===== config.mk =====
export PLATFORM = sky130hd
export DESIGN_NAME = id_hazard_scoreboard
export DESIGN_NICKNAME = d
export VERILOG_FILES = /design/src/rtl/id_hazard_scoreboard.sv
export SDC_FILE = /design/constraint.sdc
export NUM_CORES = 1
export LEC_CHECK = 0
export CAP_MARGIN = 20
export CORE_ASPECT_RATIO = 0.9
export CORE_MARGIN = 2
export CORE_UTILIZATION = 45
export DETAILED_ROUTE_END_ITERATION = 8
export MAX_ROUTING_LAYER = met4
export PLACE_DENSITY = 0.87
export SYNTH_ARGS = -nofsm -noshare
export SYNTH_HDL_FRONTEND = slang
export SYNTH_SLANG_ARGS = --single-unit

===== constraint.sdc =====
create_clock -name clk -period 8.2 [get_ports clk]
set_clock_uncertainty 0.15 [all_clocks]
set_input_delay 1.23 -clock clk [delete_from_list [all_inputs] [get_ports clk]]
set_output_delay 1.23 -clock clk [all_outputs]
set_load 0.03 [all_outputs]

===== src/rtl/id_hazard_scoreboard.sv =====
// id_hazard_scoreboard: decode-stage operand forwarding and load-use hazard scoreboard
module id_hazard_scoreboard #(
    parameter int DW       = 32,
    parameter int AW       = 5,
    parameter int NRD      = 2,
    parameter int NSTAGE   = 2,
    parameter int LOAD_LAT = 1,
    parameter int CNT_W    = 32
) (
    input  logic                clk,
    input  logic                rst,
    input  logic                stall_i,
    input  logic                flush_i,
    input  logic                issue_i,
    input  logic                issue_wreg_i,
    input  logic [AW-1:0]       issue_wd_i,
    input  logic                issue_load_i,
    input  logic [NRD-1:0]      rd_en_i,
    input  logic [NRD*AW-1:0]   rd_addr_i,
    input  logic [NRD*DW-1:0]   rf_data_i,
    input  logic [NSTAGE-1:0]   fwd_wreg_i,
    input  logic [NSTAGE*AW-1:0] fwd_wd_i,
    input  logic [NSTAGE*DW-1:0] fwd_wdata_i,
    output logic [NRD*DW-1:0]   rd_data_o,
    output logic                stallreq_o,
    output logic                pending_o,
    output logic [CNT_W-1:0]    stall_cnt_o
);
    localparam int NREG = 2 ** AW;
    localparam int CW   = $clog2(LOAD_LAT + 1);

    logic [CW-1:0]    cnt_q [NREG];
    logic [CW-1:0]    cnt_d [NREG];
    logic [CNT_W-1:0] stall_cnt_q;
    logic             accept;
    logic             load_set;

    assign accept      = issue_i & ~stall_i & ~flush_i & ~stallreq_o;
    assign load_set    = accept & issue_wreg_i & issue_load_i & (issue_wd_i != '0);
    assign stall_cnt_o = stall_cnt_q;

    // A read port hazards when it reads a nonzero register whose load is still counting down
    always_comb begin
        stallreq_o = 1'b0;
        for (int p = 0; p < NRD; p++)
            stallreq_o |= rd_en_i[p] && (rd_addr_i[p*AW +: AW] != '0) && (cnt_q[rd_addr_i[p*AW +: AW]] != '0);
    end

    // Operand select: r0/disabled read zero, else youngest matching forward stage, else regfile
    always_comb begin
        rd_data_o = '0;
        for (int p = 0; p < NRD; p++) begin
            if (rd_en_i[p] && rd_addr_i[p*AW +: AW] != '0) begin
                rd_data_o[p*DW +: DW] = rf_data_i[p*DW +: DW];
                for (int s = NSTAGE - 1; s >= 0; s--)
                    if (fwd_wreg_i[s] && fwd_wd_i[s*AW +: AW] == rd_addr_i[p*AW +: AW])
                        rd_data_o[p*DW +: DW] = fwd_wdata_i[s*DW +: DW];
            end
        end
    end

    // Any register still waiting on a load
    always_comb begin
        pending_o = 1'b0;
        for (int r = 0; r < NREG; r++)
            pending_o |= (cnt_q[r] != '0);
    end

    // Countdown of every pending register; a newly accepted load reloads its destination
    always_comb begin
        for (int r = 0; r < NREG; r++)
            cnt_d[r] = (r != 0 && cnt_q[r] != '0) ? cnt_q[r] - CW'(1) : '0;
        if (load_set)
            cnt_d[issue_wd_i] = CW'(LOAD_LAT);
    end

    // Scoreboard state: reset/flush drop everything, a frozen pipeline holds it
    always_ff @(posedge clk) begin
        if (rst || flush_i) begin
            for (int r = 0; r < NREG; r++)
                cnt_q[r] <= '0;
        end else if (!stall_i) begin
            cnt_q <= cnt_d;
        end
    end

    // Saturating count of cycles spent requesting a load-use stall
    always_ff @(posedge clk) begin
        if (rst)
            stall_cnt_q <= '0;
        else if (stallreq_o && !flush_i && !(&stall_cnt_q))
            stall_cnt_q <= stall_cnt_q + CNT_W'(1);
    end
endmodule


* After elaboration in Yosys (flattened, before gate mapping) *
Cells that the tools add are included.

storage, ports and cells
  input bits = 164
  word-level logic and storage cells = 182
  flip-flop bits (word level) = 64

cells by class
  equal/unequal tests = 4
  reductions and logical operators = 18
  bitwise operators = 45
  add/subtract/negate cells = 32
  order comparisons = 4
  muxes and demuxes = 46

operators with widths
  cell                   count
  $mux 32                7
  $mux 1                 36
  $add 32x1->32 const B  1
  $or 1x1->1             32
  $or 31x32->32          1
  $reduce_and 32->1      1
  $sub 1x1->1 const B    31
  $eq 5x5->1             4
  $ge 6x6->1 const B     3
  $not 5->6              3
  $reduce_bool 5->1      3
  $logic_and 1x1->1      11
  $bmux 1 s5             2
  $and 1x1->1            6
  $lt 6x1->1 const B     1
  $demux 1 s5            1
  $not 1->1              3
  $logic_not 1->1        2
  $logic_or 1x1->1       1

* Depth between registers and ports, before layout *
  depth after elaboration = 31
  mapped depth = 9

* Worst setup path after synthesis *
No wires, ideal clock.

  path type = input-to-output
  start = input rd_addr_i[7]
  end = output rd_data_o[33]
  data arrival time = 3418 ps
  path slack = 3402 ps
  stages = 8
  path through = clkbuf_1 xor2_1 nor4_1 and3_1 clkbuf_1 buf_2 mux2i_1 a211oi_1

on the way
  word-level cells in the longest chain between the ends = 5

RTL lines
  what                   RTL line  RTL
  from (decl)            19        input logic [NRD*AW-1:0] rd_addr_i,
  $eq 5x5->1             56        if (fwd_wreg_i[s] && fwd_wd_i[s*AW +: AW] == rd_addr_i[p*AW +: AW])
  $logic_and 1x1->1      56
  $mux 32 (2 in series)  56
  $mux 32 (*)            53        if (rd_en_i[p] && rd_addr_i[p*AW +: AW] != '0) begin
  to (decl)              24        output logic [NRD*DW-1:0] rd_data_o,

Every way passes the cells marked *; elsewhere a longest branch is shown, timed or not.

* Worst setup path after layout *
  start = input rd_addr_i[7]
  end = output rd_data_o[43]

Same word-level chain as after synthesis.

==> reports/qor.txt <==
Status - finished clean
Design Area, Final - 0.008439 sq mm
Unrepaired setup endpoints after global routing - false
IO Port Bufs - 261
Worst vdd ir - 0.1291 mV
Skew-Pair Late Insertion Delay - 330 ps
Synth unique cells - 57
Die width - 120.1 um
Async set-reset flop share out of synthesis - 0%
Antenna violations before repair - 1
Global Route Usage Sum - 33.40%
Ys flop type - dfxtp_1
GPL Wtd Cong - 0.9303
#FFs+latches synth - 64
Vias/cell - 6.078
WL final - 22110 um
Worst Hold Class - reg -> reg
Largest delay share family, worst path - buffers and inverters
Worst slew pin tran - 1051 ps
Final hold violations - 0
Internal cell power - 0.0007455 W
Post-layout min period - 6298 ps
Hold path depth - 2
CTS hold repair buffers - 0
Final count of pins violating max slew - 0
Clock slew at reported path FFs - 50 ps
Power, Total - 0.001031 W
Worst path cell trace - clkdlybuf4s50_1 -> xor2_1 -> nor4_1 -> and3_2 -> mux2i_1 -> a211oi_1 -> clkdlybuf4s50_1
Synth Instances - 650
Cell area after placement - 0.008095 sq mm
Slew headroom - 29.92%
Crit path max-delay cell type - and3_2
Largest net degree at the start of global routing - 65
HPWL after DPL - 16650 um
TritonCTS clock tree - yes
Row Count - 38
Max cap viols - 0
Setup violation total in the final timing report - 0
Reg power frac - 30.3%
Cell Area, Synth - 0.005463 sq mm
Crit-path max cell delay - 930 ps
Final net count - 1044
Clock sink count - 64
LEAKAGE - 2.770 nW
First-pass GRT wire length - 33260 um
Drt wl/cell - 21.16 um
EDFF count, synth - 0
WHS - 340.0 ps
Antenna-violating nets left - 0
FMAX - 158.8 MHz
Filler cell count in the final layout - 903
Clk pwr share - 42.7%
Hold_sp - cnt_q[8]$_SDFFE_PP0N_
Vias - 6351
Drt initial violations - 596
Reg2Reg Depth - 6
GRT overflow - 0
Sequential fraction of the synthesis area - 23.45%
Cell mode on critical path - clkdlybuf4s50_1
Initial Utilization - 45.77%
Crit share post-route - 76.81%
# DRC - 0
# H-tree levels - 3
Post-CTS setup buffers - 0
Worst Path Buf+Inv - 2
Setup CP Type - in -> out
Layout cells sized above 1 - 8.937%
Die Footprint - 0.01304 sq mm
Nature of the critical path endpoint - primary output
Ys Warns - 0
Crit-path max FO - 32
Sw frac - 27.71%
Root buffer cell - clkbuf_16
Setup crit start kind - input port
Critical path required time - 6820 ps
Sw Pwr - 0.0002858 W
Register area - 0.001281 sq mm
Non-filler cells, final - 1045
Ports - 262
Pwr Density - 122.2 mW/mm^2
Clock Tree Buf Depth - 2
Vias in the first global route - 5914
Footprint of the multi-input gates - 0.003882 sq mm
Core area - 0.01193 sq mm
Die H - 108.5 um
Mean Syn Cell Area - 8.404 sq um
Synth Net Count - 815
Hold Crit Endpoint - cnt_q[8]$_SDFFE_PP0N_
Comb pwr share - 27.1%
Worst path arrival time - 4920 ps
FF-to-FF End - stall_cnt_o[27]$_SDFFE_PP0P_
Area growth, synth to finish - 54.49%
FF-to-FF setup slack - 5010 ps
Gates resized, CTS repair - 0
1st-pass router iterations - 5
Setup Total Neg Slack - 0 ps
CTS Buf Count - 9
Crit Reg-Reg Startpoint - stall_cnt_o[7]$_SDFFE_PP0P_
Cells after DPL - 1027
## routing by layer
metal / vias up / wire (um) / part of all wire [%] / track usage, %
met5: - / 0 / 0 / -
met4: 0 / 517 / 2.3 / 10.00
met3: 39 / 1863 / 8.4 / 7.437
met2: 331 / 10760 / 49 / 53.08
met1: 3027 / 8973 / 41 / 42.65
li1: 2954 / - / - / -
## cells by family (layout without fill, tap and decap cells)
kind of cell               after synthesis  in the layout  synth area share (%)
and+or+nand+nor                        236            236                 22.97
AOI/OAI and AO/OA                      167            167                 22.10
muxes                                   95             95                 22.10
other                                    0              1                     0
adders and majority gates                1              1                0.2290
xor gates and xnor gates                20             20                 3.206
DFF                                     64             64                 23.45
buffers and inverters                   67            301                 5.932
## placed cells by master (no fill, tap or decap), types with 3 or more instances in the layout
cell type,Yosys,routed
a211oi_1,64,64
a21oi_1,20,20
a21oi_2,5,5
a41o_1,12,12
and2_1,10,10
and3_1,6,4
buf_4,2,8
bufinv_16,0,3
clkbuf_16,0,9
clkdlybuf4s50_1,0,261
dfxtp_1,64,64
inv_1,14,14
mux2_2,3,3
mux2_4,6,6
mux2i_1,70,70
mux4_1,6,6
mux4_2,10,10
nand2_1,46,46
nand3_1,13,11
nand4_1,14,14
nor2_1,81,81
nor2b_1,11,11
nor3_1,9,9
nor3_2,6,6
nor4_1,14,14
o2111ai_1,13,13
o21ai_1,32,30
o21ai_2,2,4
o31ai_1,10,10
or4_1,7,7
or4_2,5,5
xnor2_1,4,4
xor2_1,16,16
## synthesized netlist by cell type, types with 3 or more instances
cell	number	area share, %
mux4_1	6	2.9
a21oi_2	5	0.80
o21ai_1	32	2.9
nand2_1	46	3.2
or4_2	5	0.80
a41o_1	12	2.2
or4_1	7	0.96
a21oi_1	20	1.8
dfxtp_1	64	23
nand4_1	14	1.6
and2_1	10	1.1
mux2i_1	70	13
clkbuf_1	35	2.4
nor3_2	6	1.1
a211oi_1	64	8.8
xnor2_1	4	0.64
buf_6	3	0.62
inv_1	14	0.96
mux2_4	6	1.6
mux2_2	3	0.62
nor2b_1	11	1.3
o31ai_1	10	1.4
xor2_1	16	2.6
nand3_1	13	1.2
and3_1	6	0.69
nor3_1	9	0.82
mux4_2	10	4.1
nor4_1	14	1.6
o2111ai_1	13	2.1
buf_2	10	0.92
nor2_1	81	5.6
## worst min-delay path: stages (launching register included)
cell and delay (ps):
dfxtp_1 340, nand2_1 60, o21ai_1 50
## final cells by class
class / count / share of cell area [%]
Clock buffer: 10 / 2.713
Multi-Input combinational cell: 519 / 46.00
Sequential cell: 64 / 15.18
Timing Repair Buffer: 270 / 31.73
Clock inverter: 6 / 1.275
Tap cell: 160 / 2.372
Inverter: 15 / 0.6968
Antenna cell: 1 / 0.02965
## how the worst max path moves through the flow
stage	start	endpoint	slack (ps)	cells past startpoint
floorplan	rd_addr_i[7]	rd_data_o[33]	3400	8
global placement	rd_addr_i[7]	rd_data_o[43]	2000	7
detailed placement	rd_addr_i[7]	rd_data_o[43]	1960	7
CTS	rd_addr_i[7]	rd_data_o[43]	1930	7
global route	rd_addr_i[7]	rd_data_o[43]	1700	7
finish	rd_addr_i[7]	rd_data_o[43]	1900	7
## sequential cells by signal, indices dropped and copies added, names as in the netlist
signal       count
stall_cnt_o     32
cnt_q           32
## power groups by stage
stage          Clock [W]  Combinational, W  Sequential (W)
2_1_floorplan          0          0.000130        0.000320
3_3_place_gp           0          0.000274        0.000319
3_5_place_dp           0          0.000276        0.000319
4_1_cts         0.000439          0.000277        0.000312
5_1_grt         0.000454          0.000295        0.000312
6_report        0.000440          0.000279        0.000312
## metrics by stage
stage                     util, %  setup slack, ps
after CTS                   70.65             1929
after detailed placement    67.83             1965
final                       70.72             1902
after global placement      67.83             2002
after global routing        70.72             1698
after floorplan                 -             3402
(Power assumes the default switching activity.)
